File: config.mk
export PLATFORM = sky130hd
export DESIGN_NAME = serial_word_capture
export DESIGN_NICKNAME = d
export VERILOG_FILES = /design/src/rtl/sercap_pkg.sv /design/src/rtl/serial_word_capture_bin2bcd.sv /design/src/rtl/serial_word_capture.sv
export SDC_FILE = /design/constraint.sdc
export NUM_CORES = 1
export LEC_CHECK = 0
export BUFFER_PORTS_ARGS = -buffer_cell sky130_fd_sc_hd__buf_2
export CORE_MARGIN = 5
export CORE_UTILIZATION = 35
export DETAILED_ROUTE_END_ITERATION = 7
export GPL_ROUTABILITY_DRIVEN = 0
export PLACE_DENSITY_LB_ADDON = 0.2
export SLEW_MARGIN = 20
export SYNTH_ARGS = -nofsm -noshare
export SYNTH_HDL_FRONTEND = slang
export SYNTH_SLANG_ARGS = --single-unit
File: constraint.sdc
create_clock -name clk -period 3.55 [get_ports clk]
set_clock_uncertainty 0.2 [all_clocks]
set_input_delay 0.71 -clock clk [delete_from_list [all_inputs] [get_ports clk]]
set_output_delay 0.71 -clock clk [all_outputs]
set_load 0.01 [all_outputs]
File: src/rtl/sercap_pkg.sv
// Shared types and helpers for serial_word_capture and its BCD converter.
package sercap_pkg;
  localparam int SERCAP_DATA_W     = 10;
  localparam int SERCAP_BCD_DIGITS = 4;
  localparam int BCD_W             = 4 * SERCAP_BCD_DIGITS;
  localparam int LEN_W             = 4;

  typedef enum logic [1:0] {IDLE, SHIFT, CONVERT, DONE} sercap_state_t;

  // Double-dabble correction: any digit of 5 or more gets +3 before the shift.
  function automatic logic [BCD_W-1:0] add3_digits(input logic [BCD_W-1:0] v);
    logic [BCD_W-1:0] r;
    r = v;
    for (int i = 0; i < BCD_W / 4; i++)
      if (v[4*i +: 4] >= 4'd5) r[4*i +: 4] = v[4*i +: 4] + 4'd3;
    return r;
  endfunction
endpackage

File: src/rtl/serial_word_capture_bin2bcd.sv
// Sequential double-dabble: one bit per clock, DATA_W clocks after start.
module bin2bcd_seq
  import sercap_pkg::*;
#(
  parameter int DATA_W     = SERCAP_DATA_W,
  parameter int BCD_DIGITS = SERCAP_BCD_DIGITS
) (
  input  logic                    clk,
  input  logic                    rst,
  input  logic                    start,
  input  logic [DATA_W-1:0]       bin,
  output logic                    done,
  output logic [4*BCD_DIGITS-1:0] bcd
);
  localparam int IT_W = $clog2(DATA_W);
  localparam int W    = 4 * BCD_DIGITS;

  logic [DATA_W-1:0] bin_q, bin_d;
  logic [W-1:0]      acc_q, acc_d, acc_fix;
  logic [IT_W-1:0]   it_q, it_d;
  logic              run_q, run_d;

  always_ff @(posedge clk or posedge rst) begin
    if (rst) begin
      bin_q <= '0;
      acc_q <= '0;
      it_q  <= '0;
      run_q <= 1'b0;
    end else begin
      bin_q <= bin_d;
      acc_q <= acc_d;
      it_q  <= it_d;
      run_q <= run_d;
    end
  end

  always_comb begin
    bin_d   = bin_q;
    acc_d   = acc_q;
    it_d    = it_q;
    run_d   = run_q;
    acc_fix = add3_digits(acc_q);
    if (start) begin
      bin_d = bin;
      acc_d = '0;
      it_d  = '0;
      run_d = 1'b1;
    end else if (run_q) begin
      acc_d = {acc_fix[W-2:0], bin_q[DATA_W-1]};
      bin_d = bin_q << 1;
      it_d  = it_q + 1'b1;
      if (it_q == IT_W'(DATA_W - 1)) begin
        run_d = 1'b0;
        it_d  = '0;
      end
    end
  end

  // High during the final iteration; acc_q holds the result on the next cycle.
  assign done = run_q && (it_q == IT_W'(DATA_W - 1));
  assign bcd  = acc_q;
endmodule

File: src/rtl/serial_word_capture.sv
// Packs clk_EN-stepped serial bits into a word, then converts it to packed BCD.
// Optional sticky overflow output enabled by defining SERCAP_OVF_FLAG_EN.
module serial_word_capture
  import sercap_pkg::*;
#(
  parameter int DATA_W     = SERCAP_DATA_W,
  parameter int BCD_DIGITS = SERCAP_BCD_DIGITS
) (
  input  logic                    clk,
  input  logic                    rst,
  input  logic                    clk_EN,
  input  logic                    ser_valid,
  input  logic                    ser_in,
  output logic [DATA_W-1:0]       word_out,
  output logic [3:0]              word_len,
  output logic                    word_ready,
  output logic                    busy,
  output logic [4*BCD_DIGITS-1:0] bcd
`ifdef SERCAP_OVF_FLAG_EN
  ,
  output logic                    ovf
`endif
);
  sercap_state_t           state_q, state_d;
  logic [DATA_W-1:0]       shreg_q, shreg_d, word_q, word_d;
  logic [LEN_W-1:0]        cnt_q, cnt_d, len_q, len_d;
  logic [4*BCD_DIGITS-1:0] bcd_q, bcd_d, conv_bcd;
  logic                    wr_q, wr_d, start, conv_done;
`ifdef SERCAP_OVF_FLAG_EN
  logic                    ovf_q, ovf_d;
`endif

  bin2bcd_seq #(.DATA_W(DATA_W), .BCD_DIGITS(BCD_DIGITS)) u_bin2bcd (
    .clk  (clk),
    .rst  (rst),
    .start(start),
    .bin  (shreg_q),
    .done (conv_done),
    .bcd  (conv_bcd)
  );

  always_ff @(posedge clk or posedge rst) begin
    if (rst) begin
      state_q <= IDLE;
      shreg_q <= '0;
      cnt_q   <= '0;
      word_q  <= '0;
      len_q   <= '0;
      bcd_q   <= '0;
      wr_q    <= 1'b0;
    end else begin
      state_q <= state_d;
      shreg_q <= shreg_d;
      cnt_q   <= cnt_d;
      word_q  <= word_d;
      len_q   <= len_d;
      bcd_q   <= bcd_d;
      wr_q    <= wr_d;
    end
  end

`ifdef SERCAP_OVF_FLAG_EN
  always_ff @(posedge clk or posedge rst) begin
    if (rst) ovf_q <= 1'b0;
    else     ovf_q <= ovf_d;
  end

  always_comb begin
    ovf_d = ovf_q;
    if (state_q == IDLE && clk_EN && ser_valid)
      ovf_d = 1'b0;
    else if (state_q == SHIFT && clk_EN && ser_valid && cnt_q == LEN_W'(DATA_W))
      ovf_d = 1'b1;
    else if ((state_q == CONVERT || state_q == DONE) && clk_EN && ser_valid)
      ovf_d = 1'b1;
  end

  assign ovf = ovf_q;
`endif

  always_comb begin
    state_d = state_q;
    shreg_d = shreg_q;
    cnt_d   = cnt_q;
    word_d  = word_q;
    len_d   = len_q;
    bcd_d   = bcd_q;
    wr_d    = 1'b0;
    start   = 1'b0;
    case (state_q)
      IDLE: if (clk_EN && ser_valid) begin
        shreg_d = {{(DATA_W-1){1'b0}}, ser_in};
        cnt_d   = LEN_W'(1);
        state_d = SHIFT;
      end
      SHIFT: if (clk_EN) begin
        if (ser_valid) begin
          // Bits past DATA_W are dropped; the word keeps its first DATA_W bits.
          if (cnt_q < LEN_W'(DATA_W)) begin
            shreg_d = {shreg_q[DATA_W-2:0], ser_in};
            cnt_d   = cnt_q + 1'b1;
          end
        end else begin
          word_d  = shreg_q;
          len_d   = cnt_q;
          start   = 1'b1;
          state_d = CONVERT;
        end
      end
      CONVERT: if (conv_done) state_d = DONE;
      DONE: begin
        bcd_d   = conv_bcd;
        wr_d    = 1'b1;
        state_d = IDLE;
      end
      default: state_d = IDLE;
    endcase
  end

  assign word_out   = word_q;
  assign word_len   = len_q;
  assign bcd        = bcd_q;
  assign word_ready = wr_q;
  assign busy       = (state_q != IDLE);
endmodule

# Yosys cells after proc, flatten, opt, wreduce, memory -nomap -nowiden
# Cells that the tools add are included.
# W data, S select, Z words.
dict set report op_classes {
  add_sub_neg 6
  n_bitwise 1
  n_lt_le_gt_ge 5
  n_reduce_logical 9
  eq_ne 10
  muxes 33
}
# cell count
set op_table {}
lappend op_table {{$mux W10} 6}
lappend op_table {{$mux W4} 10}
lappend op_table {{$mux W16} 2}
lappend op_table {{$pmux W10 S2} 1}
lappend op_table {{$ge A4 B3 Y1 const B} 4}
lappend op_table {{$add A4 B2 Y4 const B} 3}
lappend op_table {{$ne A2 B2 Y1 const B} 6}
lappend op_table {{$add A4 B1 Y4 const B} 2}
lappend op_table {{$mux W2} 4}
lappend op_table {{$pmux W2 S4} 1}
lappend op_table {{$pmux W4 S2} 1}
lappend op_table {{$mux W1} 7}
lappend op_table {{$reduce_bool A2 Y1} 3}
lappend op_table {{$reduce_and A5 Y1} 1}
lappend op_table {{$eq A2 B2 Y1 const B} 2}
lappend op_table {{$eq A4 B4 Y1 const B} 1}
lappend op_table {{$lt A4 B4 Y1 const B} 1}
lappend op_table {{$reduce_and A4 Y1} 1}
lappend op_table {{$add A3 B2 Y3 const B} 1}
lappend op_table {{$mux W3} 1}
lappend op_table {{$reduce_and A3 Y1} 1}
lappend op_table {{$eq A2 B1 Y1 const B} 1}
lappend op_table {{$logic_and A1 B1 Y1} 2}
lappend op_table {{$logic_not A2 Y1} 1}
lappend op_table {{$not A1 Y1} 1}
dict set report word_totals {
  reg_bits 78
  out_inout_bits 32
}

# Depth between registers and ports, before layout
# Gate-level depths: netlist of run 1.
dict set report depth {
  word_depth 5
  mapped_depth 9
}

# Hierarchy
# Synthesis of run 1 repeated with hierarchy kept, for this count alone.
dict set report hier_totals {
  cells_unflattened 345
  area_unflattened_um2 3738.6
}
# module seq_area_each_um2 cells_each n_inst area_per_inst_um2
set by_module_without_submodules {}
lappend by_module_without_submodules {serial_word_capture 1176.1 158 1 1986.9}
lappend by_module_without_submodules {bin2bcd_seq 775.7 187 1 1751.7}

# Worst setup path after synthesis of run 1
# OpenSTA, ideal clock, no wires.
dict set report synth_path {
  path_type {register to register}
  from {register state_q[1]}
  to {register state_q[1]}
  stages_incl_launch_ff 8
  setup_ns 0.125
  arrival_time_ns 1.462
  path_slack_ns 1.764
  cell_sequence {dfrtp_1 > inv_1 > ha_1 > buf_6 > o21bai_1 > o211ai_1 > a21oi_1 > mux2_2}
}
dict set report synth_via {
  elab_chain_cells 3
  word_cells_on_any_way 10
  classes_between {eq/ne: 7; mux: 1; reduce/logical: 2}
}
# element line
set synth_lines {}
lappend synth_lines {{start, declared} serial_word_capture.sv:24} ;# sercap_state_t state_q, state_d;
lappend synth_lines {{start signal, assigned} serial_word_capture.sv:52} ;# state_q <= state_d;
lappend synth_lines {{$eq A2 B2 Y1 (tied with other cells)} serial_word_capture.sv:90} ;# case (state_q)
lappend synth_lines {{$ne A2 B2 Y1 (no source line)} -}
lappend synth_lines {{$reduce_and A4 Y1 (no source line)} -}
# Parallel ways exist; a longest one is shown, timed or not.
# A chain may end at the register's enable or synchronous reset.

# Worst setup path after layout of run 1
dict set report layout_path {
  from {register state_q[1]}
  to {register cnt_q[0]}
}
dict set report layout_via {
  elab_chain_cells 3
  word_cells_on_any_way 9
  classes_between {eq/ne: 5; mux: 1; reduce/logical: 3}
}
# element line
set layout_lines {}
lappend layout_lines {{$eq A2 B1 Y1 or $logic_not A2 Y1 (tied branches)} serial_word_capture.sv:90}
lappend layout_lines {{$ne A2 B2 Y1 (no source line) or $reduce_bool A2 Y1 (tied branches)} -}
lappend layout_lines {{$reduce_and A5 Y1 (no source line)} -}
lappend layout_lines {{end signal, assigned} serial_word_capture.sv:54} ;# cnt_q <= cnt_d;
lappend layout_lines {{end, declared} serial_word_capture.sv:26} ;# logic [LEN_W-1:0] cnt_q, cnt_d, len_q, len_d;
# Parallel ways exist; a longest one is shown, timed or not.

==> qor.csv, run 1 <==
metric,value,unit
status,"complete, no violations",
cts_tree,built,
fin_crit_sh,0.726,
r2r_setup_slack,0.97,ns
holdWs,0.240,ns
cts_repair_resize_count,0,
required,3.57,ns
synth_cell_type_count,36,
cts_made_buffers,9,
finalSetupViolCount,0,
initial_core_util,0.358,
regArea,1950,um^2
async_flop_share,1.00,
ctsHoldBuffers,0,
maxCapViolCount,0,
final_hold_viol_count,0,
cts_setup_buffers,0,
antenna_left,0,
netlist_top_cells_count,"dfrtp_1, nand2_1, o21ai_0",
crit_fanout,17,
slew_viol_final,0,
wire_per_inst,13.1,um
pwr-share-comb,0.354,
grt_max_degree,43,
antenna_found_initial,0,
reg2reg_depth,7,
drive_above_1_share,0.225,
min_path_type,in -> async,
ys_ff_latch,78,
die_area,12700,um^2
core,10300,um^2
p_int,2330,uW
synthTopCellsByArea,"dfrtp_1, nand2_1, mux2_2",
syn-num-nets,374,
clock.fmax,0.388,GHz
drc,0,
rsz0062_at_grt,false,
die_h,113,um
synth-main-ff-cell,dfrtp_1,
clk_latency,0.34,ns
hpwl,4.65,mm
fin_ws,0.974,ns
maxSlewHeadroom,0.477,
port-buffer-count,36,
vias,2526,
worstSetupStartpointType,flip-flop,
nets,408,
syn_to_final_growth,14.7,%
p_per_area,846,nW/um^2
crit-reg2reg-launch,state_q[1]$_DFFE_PP0P_,
period_minus_slack,2.58,ns
power_frac_clock,0.236,
grt_use_total,0.118,
syn_inst,353,
fillers,1016,
core.rowCount,37,
grt_first_pass_wirelength,12.3,mm
syn_area,3680,um^2
grt_overflow,0,
leakage,0.00210,uW
tightest_slew,0.784,ns
clock_path_buffers,2,
multi_input_area,1540,um^2
synth.yosys.warnings,0,
power.share.switching,0.348,
path_class,reg -> reg,
htree_levels,3,
r2r-end,cnt_q[0]$_DFFE_PP0P_,
place_ws,0.989,ns
post-synth-top-count-cell,dfrtp_1,
drt_wl_total,6.93,mm
cts_sinks,78,
clkTransAtPathRegs,0.08,ns
ioPinCount,37,
viasPerCell,4.79,
cp.arrival,2.59,ns
sequentialPowerShare,0.409,
die_x,113,um
switchingPower,1240,uW
dr.first_iter.drc_count,33,
synth_edf_count,0,
fin_util,0.411,
ys_seq_area_frac,0.530,
end_kind,flip-flop,
peakVddDrop,0.307,mV
grt_pass1_vias,2574,
clock-root-buffer,clkbuf_8,
diodes,0,
synth_top_area_frac,0.530,
first_pass_iters,4,
yosysTopAreaCell,dfrtp_1,
setup_tns,0,ns
avgSynthCellArea,10.4,um^2
layout by cell type (no fill, tap or decap), types with 5 or more instances in the layout:
cell / instances
dfrtp_1: 78
nand2_1: 76
buf_2: 36
o21ai_0: 28
mux2_2: 18
a21oi_1: 17
ha_1: 16
nor2_1: 12
inv_1: 12
mux2i_1: 11
nand3_1: 10
o21ai_2: 9
clkbuf_8: 9
nand2b_1: 7
nand3b_1: 6
nor3_1: 5
cell type report:
type	count	share of cell area
Clock inverter	4	0.0285
Inverter	14	0.0133
Timing Repair Buffer	42	0.0593
Sequential cell	78	0.462
Clock buffer	11	0.0311
Multi-Input combinational cell	242	0.365
Tap cell	136	0.0403
routing by layer:
metal  global-route usage  share of wire
met2                0.194           0.47
met4               0.0264         0.0095
met5                    0              0
met1                0.150           0.47
met3               0.0399          0.044
state kept, by name (all words and copies together), names as in the netlist:
| name | cells |
|---|---|
| word_ready | 1 |
| word_len | 4 |
| shreg_q | 10 |
| word_out | 10 |
| u_bin2bcd.bcd | 16 |
| cnt_q | 4 |
| u_bin2bcd.it_q | 4 |
| u_bin2bcd.run_q | 1 |
| state_q | 2 |
| bcd | 16 |
| u_bin2bcd.bin_q | 10 |
logic make-up after synthesis:
| group | after synthesis | synth area share |
|---|---|---|
| mux | 30 | 0.0891 |
| fa+ha+maj | 16 | 0.0544 |
| compound gates | 63 | 0.103 |
| flops | 78 | 0.530 |
| simple gates | 133 | 0.172 |
| buf+inv | 33 | 0.0510 |
how the worst max path moves through the flow:
stage,end,depth (start not counted),startpoint
4_1_cts,cnt_q[0]$_DFFE_PP0P_,7,state_q[1]$_DFFE_PP0P_
5_1_grt,cnt_q[0]$_DFFE_PP0P_,7,state_q[1]$_DFFE_PP0P_
3_5_place_dp,cnt_q[2]$_DFFE_PP0P_,7,state_q[1]$_DFFE_PP0P_
2_1_floorplan,bcd[0]$_DFFE_PP0P_,1,rst
3_3_place_gp,cnt_q[2]$_DFFE_PP0P_,7,state_q[1]$_DFFE_PP0P_
6_report,cnt_q[0]$_DFFE_PP0P_,7,state_q[1]$_DFFE_PP0P_
power groups by stage:
stage / sequential, uW / combinational, uW / clock, uW
2_1_floorplan: 1450 / 987 / 0
3_3_place_gp: 1470 / 1260 / 0
3_5_place_dp: 1490 / 1290 / 0
4_1_cts: 1470 / 1290 / 876
5_1_grt: 1520 / 1460 / 909
6_report: 1460 / 1270 / 844
critical path, cell delays in order, from the launching register on:
cell	delay, ns
dfrtp_1	0.42
inv_1	0.11
ha_1	0.58
o211ai_2	0.15
nand2b_1	0.37
buf_4	0.31
o21ai_0	0.21
o21ai_1	0.10
per-stage QoR:
| stage | total power [uW] | std cells | area (um^2) |
|---|---|---|---|
| 6_report | 3570 | 527 | 4220 |
| 5_1_grt | 3890 | 527 | 4220 |
| 4_1_cts | 3640 | 527 | 4220 |
| 3_5_place_dp | 2780 | 512 | 3970 |
| 3_3_place_gp | 2730 | 512 | 3970 |
| 2_1_floorplan | 2440 | 353 | 3680 |
No activity file was read; power rests on OpenSTA's default activity.
==> run 2, diff against run 1 <==
--- a/config.mk
+++ b/config.mk
@@ -5,6 +5,7 @@
 export SDC_FILE = /design/constraint.sdc
 export NUM_CORES = 1
 export LEC_CHECK = 0
+export ABC_AREA = 1
 export BUFFER_PORTS_ARGS = -buffer_cell sky130_fd_sc_hd__buf_2
 export CORE_MARGIN = 5
 export CORE_UTILIZATION = 35
==> constraint.sdc (replaced) <==
create_clock -name clk -period 2.1 [get_ports clk]
set_clock_uncertainty 0.2 [all_clocks]
set_input_delay 0.42 -clock clk [delete_from_list [all_inputs] [get_ports clk]]
set_output_delay 0.42 -clock clk [all_outputs]
set_load 0.01 [all_outputs]
==> run 2 against run 1 <==
Clock power is 37% higher. Synthesized cell count increased by 22%. Clock-buffer cell count rose by 1. Via count rose by 12%. Critical path depth is 3 lower. Utilization fell by 0.11 points. Worst setup slack worse by 0.80 ns. Total power up 71%. Sequential share of layout area increased by 0.12 points. Synthesized area decreased by 0.58%. Sequential cell count is the same. Critical endpoint is now busy. Largest cell class unchanged. Largest power group is now combinational cells.
==> qor.csv, run 2 <==
metric,value,unit
status,"complete, no violations",
required,1.48,ns
end_kind,output port,
syn_to_final_growth,15.0,%
ys_ff_latch,78,
dr.first_iter.drc_count,115,
maxCapViolCount,0,
cts_setup_buffers,0,
finalSetupViolCount,0,
grt_pass1_vias,2774,
fin_crit_sh,0.915,
port-buffer-count,36,
yosysTopAreaCell,dfrtp_1,
syn_inst,431,
crit-reg2reg-launch,state_q[1]$_DFFE_PP0P_,
die_h,112,um
min_path_type,in -> reg,
drive_above_1_share,0.160,
async_flop_share,1.00,
syn-num-nets,452,
cts_sinks,78,
synth_edf_count,0,
synthTopCellsByArea,"dfrtp_1, nand2_1, ha_1",
clock.fmax,0.520,GHz
clk_latency,0.35,ns
synth_top_area_frac,0.533,
grt_first_pass_wirelength,12.9,mm
hp-start,ser_in,
grt_use_total,0.126,
p_per_area,1450,nW/um^2
mostFrequentLayoutCells,"nand2_1, dfrtp_1, inv_1, buf_2, nand3_1",
r2r_setup_slack,0.25,ns
fillers,1053,
clock-root-buffer,clkbuf_8,
period_minus_slack,1.92,ns
grt_overflow,0,
die_area,12600,um^2
avgSynthCellArea,8.49,um^2
r2r-end,u_bin2bcd.bin_q[1]$_DFFE_PP0P_,
grt_max_degree,79,
post-synth-top-count-cell,nand2_1,
netlist_top_cells_count,"nand2_1, dfrtp_1, inv_1",
synth_cell_type_count,25,
die_x,112,um
cts_tree,built,
synth.yosys.warnings,0,
tightest_slew,0.449,ns
cts_made_buffers,9,
setup_tns,0,ns
fin_ws,0.178,ns
wire_per_inst,12.2,um
synth-main-ff-cell,dfrtp_1,
ys_seq_area_frac,0.533,
ioPinCount,37,
htree_levels,3,
viasPerCell,4.62,
place_ws,0.0704,ns
nets,492,
crit_fanout,4,
core.rowCount,37,
leakage,0.00222,uW
reg2reg_depth,7,
antenna_found_initial,0,
whs_path_depth,3,
final_hold_viol_count,0,
worstSetupStartpointType,flip-flop,
maxSlewHeadroom,0.701,
syn_area,3660,um^2
cp.arrival,1.30,ns
vias,2820,
path_class,reg -> out,
antenna_left,0,
final_common_cell,nand2_1,
drc,0,
rsz0062_at_grt,false,
slew_viol_final,0,
diodes,0,
hpwl,5.05,mm
initial_core_util,0.356,
min_to,shreg_q[0]$_DFFE_PP0P_,
clock_path_buffers,2,
drt_wl_total,7.47,mm
clkTransAtPathRegs,0.08,ns
core,10300,um^2
first_pass_iters,4,
peakVddDrop,0.587,mV
run 2: logic make-up (layout without fill, tap and decap cells):
| logic type | count (synthesis) | after routing | share of synthesized area |
|---|---|---|---|
| buf+inv | 59 | 103 | 0.0691 |
| fa+ha+maj | 16 | 16 | 0.0547 |
| simple gates | 222 | 222 | 0.253 |
| flops | 78 | 78 | 0.533 |
| compound gates | 54 | 54 | 0.0848 |
| xor+xnor | 2 | 2 | 0.00479 |
run 2: metal layers:
layer / up-vias / share of wire / GRT usage
li1: 1450 / - / -
met1: 1326 / 0.48 / 0.159
met2: 36 / 0.47 / 0.208
met3: 8 / 0.039 / 0.0350
met4: 0 / 0.012 / 0.0401
met5: - / 0 / 0
run 2: how the worst max path moves through the flow:
stage | cells past startpoint | slack, ns | to | startpoint
floorplan | 9 | 0.51 | u_bin2bcd.bin_q[1]$_DFFE_PP0P_ | state_q[1]$_DFFE_PP0P_
global placement | 7 | 0.13 | u_bin2bcd.bcd[11]$_DFFE_PP0P_ | state_q[1]$_DFFE_PP0P_
detailed placement | 7 | 0.07 | u_bin2bcd.bcd[7]$_DFFE_PP0P_ | state_q[1]$_DFFE_PP0P_
CTS | 7 | 0.05 | u_bin2bcd.bcd[7]$_DFFE_PP0P_ | state_q[1]$_DFFE_PP0P_
global route | 4 | 0.04 | busy | state_q[1]$_DFFE_PP0P_
finish | 4 | 0.18 | busy | state_q[0]$_DFFE_PP0P_
run 2: where the power goes:
part | switching (uW) | leakage, uW | internal, uW
clock | 549 | 0.000102 | 609
combinational | 1600 | 0.00112 | 919
sequential | 370 | 0.00100 | 2060
total | 2520 | 0.00222 | 3590
run 2: per-stage QoR:
stage | std cells | utilization | power [uW] | hold slack [ns] | cell area [um^2]
6_report | 611 | 0.410 | 6110 | 0.0975 | 4210
4_1_cts | 611 | 0.409 | 6190 | 0.0833 | 4210
3_3_place_gp | 595 | 0.389 | 4920 | 0.263 | 4000
3_5_place_dp | 595 | 0.389 | 5000 | 0.267 | 4000
5_1_grt | 611 | 0.410 | 6730 | 0.0956 | 4210
2_1_floorplan | 431 | - | 4280 | 0.249 | 3660
run 2: repair_timing:
item	4_1_cts	5_1_grt
setup endpoints to repair	0	27
hold buffers	1	0
hold endpoints to repair	19	0
resized for setup	0	3
run 2: worst max-delay path, stage by stage (launching register included):
cell and delay [ns]:
dfrtp_1 0.40, inv_1 0.10, ha_1 0.24, inv_1 0.09
buf_2 0.13
run 2: area by class of cell:
cell class / count / area (um^2) / area share
clock inverters: 3 / 43.8 / 0.0104
repair buffers: 42 / 253 / 0.0600
well taps: 136 / 170 / 0.0404
clock buffers: 12 / 155 / 0.0368
inverters: 46 / 179 / 0.0425
multi-input cells: 294 / 1460 / 0.346
flip-flops and latches: 78 / 1950 / 0.464
==> run 3, diff against run 2 <==
--- a/config.mk
+++ b/config.mk
@@ -7,10 +7,13 @@
 export LEC_CHECK = 0
 export ABC_AREA = 1
 export BUFFER_PORTS_ARGS = -buffer_cell sky130_fd_sc_hd__buf_2
+export CELL_PAD_IN_SITES_DETAIL_PLACEMENT = 1
+export CELL_PAD_IN_SITES_GLOBAL_PLACEMENT = 1
 export CORE_MARGIN = 5
 export CORE_UTILIZATION = 35
 export DETAILED_ROUTE_END_ITERATION = 7
 export GPL_ROUTABILITY_DRIVEN = 0
+export GPL_TIMING_DRIVEN = 0
 export PLACE_DENSITY_LB_ADDON = 0.2
 export SLEW_MARGIN = 20
 export SYNTH_ARGS = -nofsm -noshare
==> run 3 against run 2 <==
Sequential power hardly changed. Register-to-register slack improved by 0.04 ns. Non-clock buffer count grew 10. Final area is 1.0% higher. Worst hold slack lost 0.024 ns. First-iteration DRC count fell by 28%. Combinational power rose by 4%. Utilization rose by 0.41 points. Die area is the same. Worst setup slack worse by 0.0060 ns. Clock-buffer cell count shrank 2. Via count increased by 4.8%. Largest power group unchanged.
==> qor.csv, run 3 (synthesis gave the netlist of run 2 again) <==
metric,value,unit
status,"complete, no violations",
viasPerCell,4.75,
rsz0062_at_grt,false,
port-buffer-count,36,
hpwl,6.18,mm
initial_core_util,0.356,
cp.arrival,1.31,ns
whs_path_depth,3,
r2r-end,u_bin2bcd.bin_q[7]$_DFFE_PP0P_,
mostFrequentLayoutCells,"nand2_1, dfrtp_1, inv_1, buf_2, nand3_1",
crit_path_max_incr_delay,0.42,ns
clock-root-buffer,clkbuf_8,
crit-reg2reg-launch,state_q[1]$_DFFE_PP0P_,
antenna_left,0,
fin_ws,0.172,ns
vias,2954,
min_path_type,in -> reg,
hp-start,ser_in,
first_pass_iters,4,
maxCapViolCount,0,
grt_overflow,0,
core,10300,um^2
clk_latency,0.36,ns
htree_levels,3,
p_per_area,1450,nW/um^2
worstSetupStartpointType,flip-flop,
dr.first_iter.drc_count,83,
clock.fmax,0.519,GHz
r2r_setup_slack,0.29,ns
cts_tree,built,
final_area,4250,um^2
die_h,112,um
grt_pass1_vias,3085,
drt_wl_total,8.40,mm
reg2reg_depth,9,
path_common_cell,inv_1,
path_class,reg -> out,
tightest_slew,0.466,ns
syn_to_final_growth,16.2,%
die_area,12600,um^2
post_dp_cell_area,4050,um^2
drc,0,
clock_path_buffers,2,
finalSetupViolCount,0,
grt_first_pass_wirelength,14.8,mm
min_to,shreg_q[0]$_DFFE_PP0P_,
slew_viol_final,0,
period_minus_slack,1.93,ns
ioPinCount,37,
drive_above_1_share,0.171,
crit_path_start,state_q[0]$_DFFE_PP0P_,
maxSlewHeadroom,0.689,
crit_fanout,4,
final_common_cell,nand2_1,
end_kind,output port,
wire_per_inst,13.5,um
nets,502,
worst_path_max_delay_cell,dfrtp_1,
cts_setup_buffers,0,
required,1.48,ns
leakage,0.00225,uW
clkTransAtPathRegs,0.09,ns
grt_use_total,0.142,
peakVddDrop,0.508,mV
fin_crit_sh,0.918,
antenna_found_initial,0,
path_cells,"inv_1, ha_1, inv_1, buf_2",
diodes,0,
grt_max_degree,33,
cts_made_buffers,9,
fin_util,0.414,
core.rowCount,37,
place_ws,0.249,ns
die_x,112,um
final_hold_viol_count,0,
cts_sinks,78,
-- run 3: cell types whose count changed in the layout (fill, tap and decap cells not counted), sizes merged --
cell      previous run  this run
inv                 44        49
buf                 41        47
clkbuf              12        14
bufinv               1         0
clkinv               3         1
clkinvlp             1         2
-- run 3: stage by stage --
step / total power [uW] / hold slack (ns) / setup TNS (ns) / cells
floorplan: 4280 / 0.249 / 0 / 431
CTS: 6290 / 0.0594 / 0 / 622
finish: 6170 / 0.0732 / 0 / 622
global route: 6800 / 0.105 / 0 / 622
global placement: 5030 / 0.261 / -5.56 / 603
detailed placement: 5140 / 0.258 / 0 / 605
-- run 3: final cells by class --
cell class	count	area, um^2
buffer	13	80.1
clock buffer	10	138
clock inverter	6	51.3
fill	1280	6020
inverter	46	176
multi-input combinational	294	1460
sequential	78	1950
tap	136	170
timing repair buffer	39	230
-- run 3: critical path: cells and delay by family (launching register included) --
kind / cells / cell delay (ns)
adder cells (fa/ha/maj): 1 / 0.22
buffers and inverters: 3 / 0.32
flip-flops: 1 / 0.42
-- run 3: worst max-delay path by stage --
stage / endpoint / cells past startpoint
final: busy / 4
after global placement: u_bin2bcd.bcd[14]$_DFFE_PP0P_ / 2
after detailed placement: u_bin2bcd.bcd[0]$_DFFE_PP0P_ / 9
after global routing: busy / 4
after floorplan: u_bin2bcd.bin_q[1]$_DFFE_PP0P_ / 9
after CTS: busy / 4
-- run 3: layer usage --
metal / track usage / vias up / routed length, um
li1: - / 1461 / -
met3: 0.0302 / 12 / 287
met1: 0.184 / 1446 / 4040
met5: 0 / - / 0
met2: 0.234 / 35 / 3930
met4: 0.0529 / 0 / 131
-- run 3: what timing repair did --
item                                   4_1_cts  5_1_grt
gates resized for setup                      0        0
endpoints found under the hold margin       17        0
hold buffers                                 1        0
-- run 3: power breakdown --
| group | internal [uW] | total [uW] | switching [uW] | leakage, uW |
|---|---|---|---|---|
| Combinational | 956 | 2630 | 1670 | 0.00115 |
| Sequential | 2060 | 2430 | 378 | 0.00100 |
| Clock | 483 | 1110 | 625 | 0.0000947 |
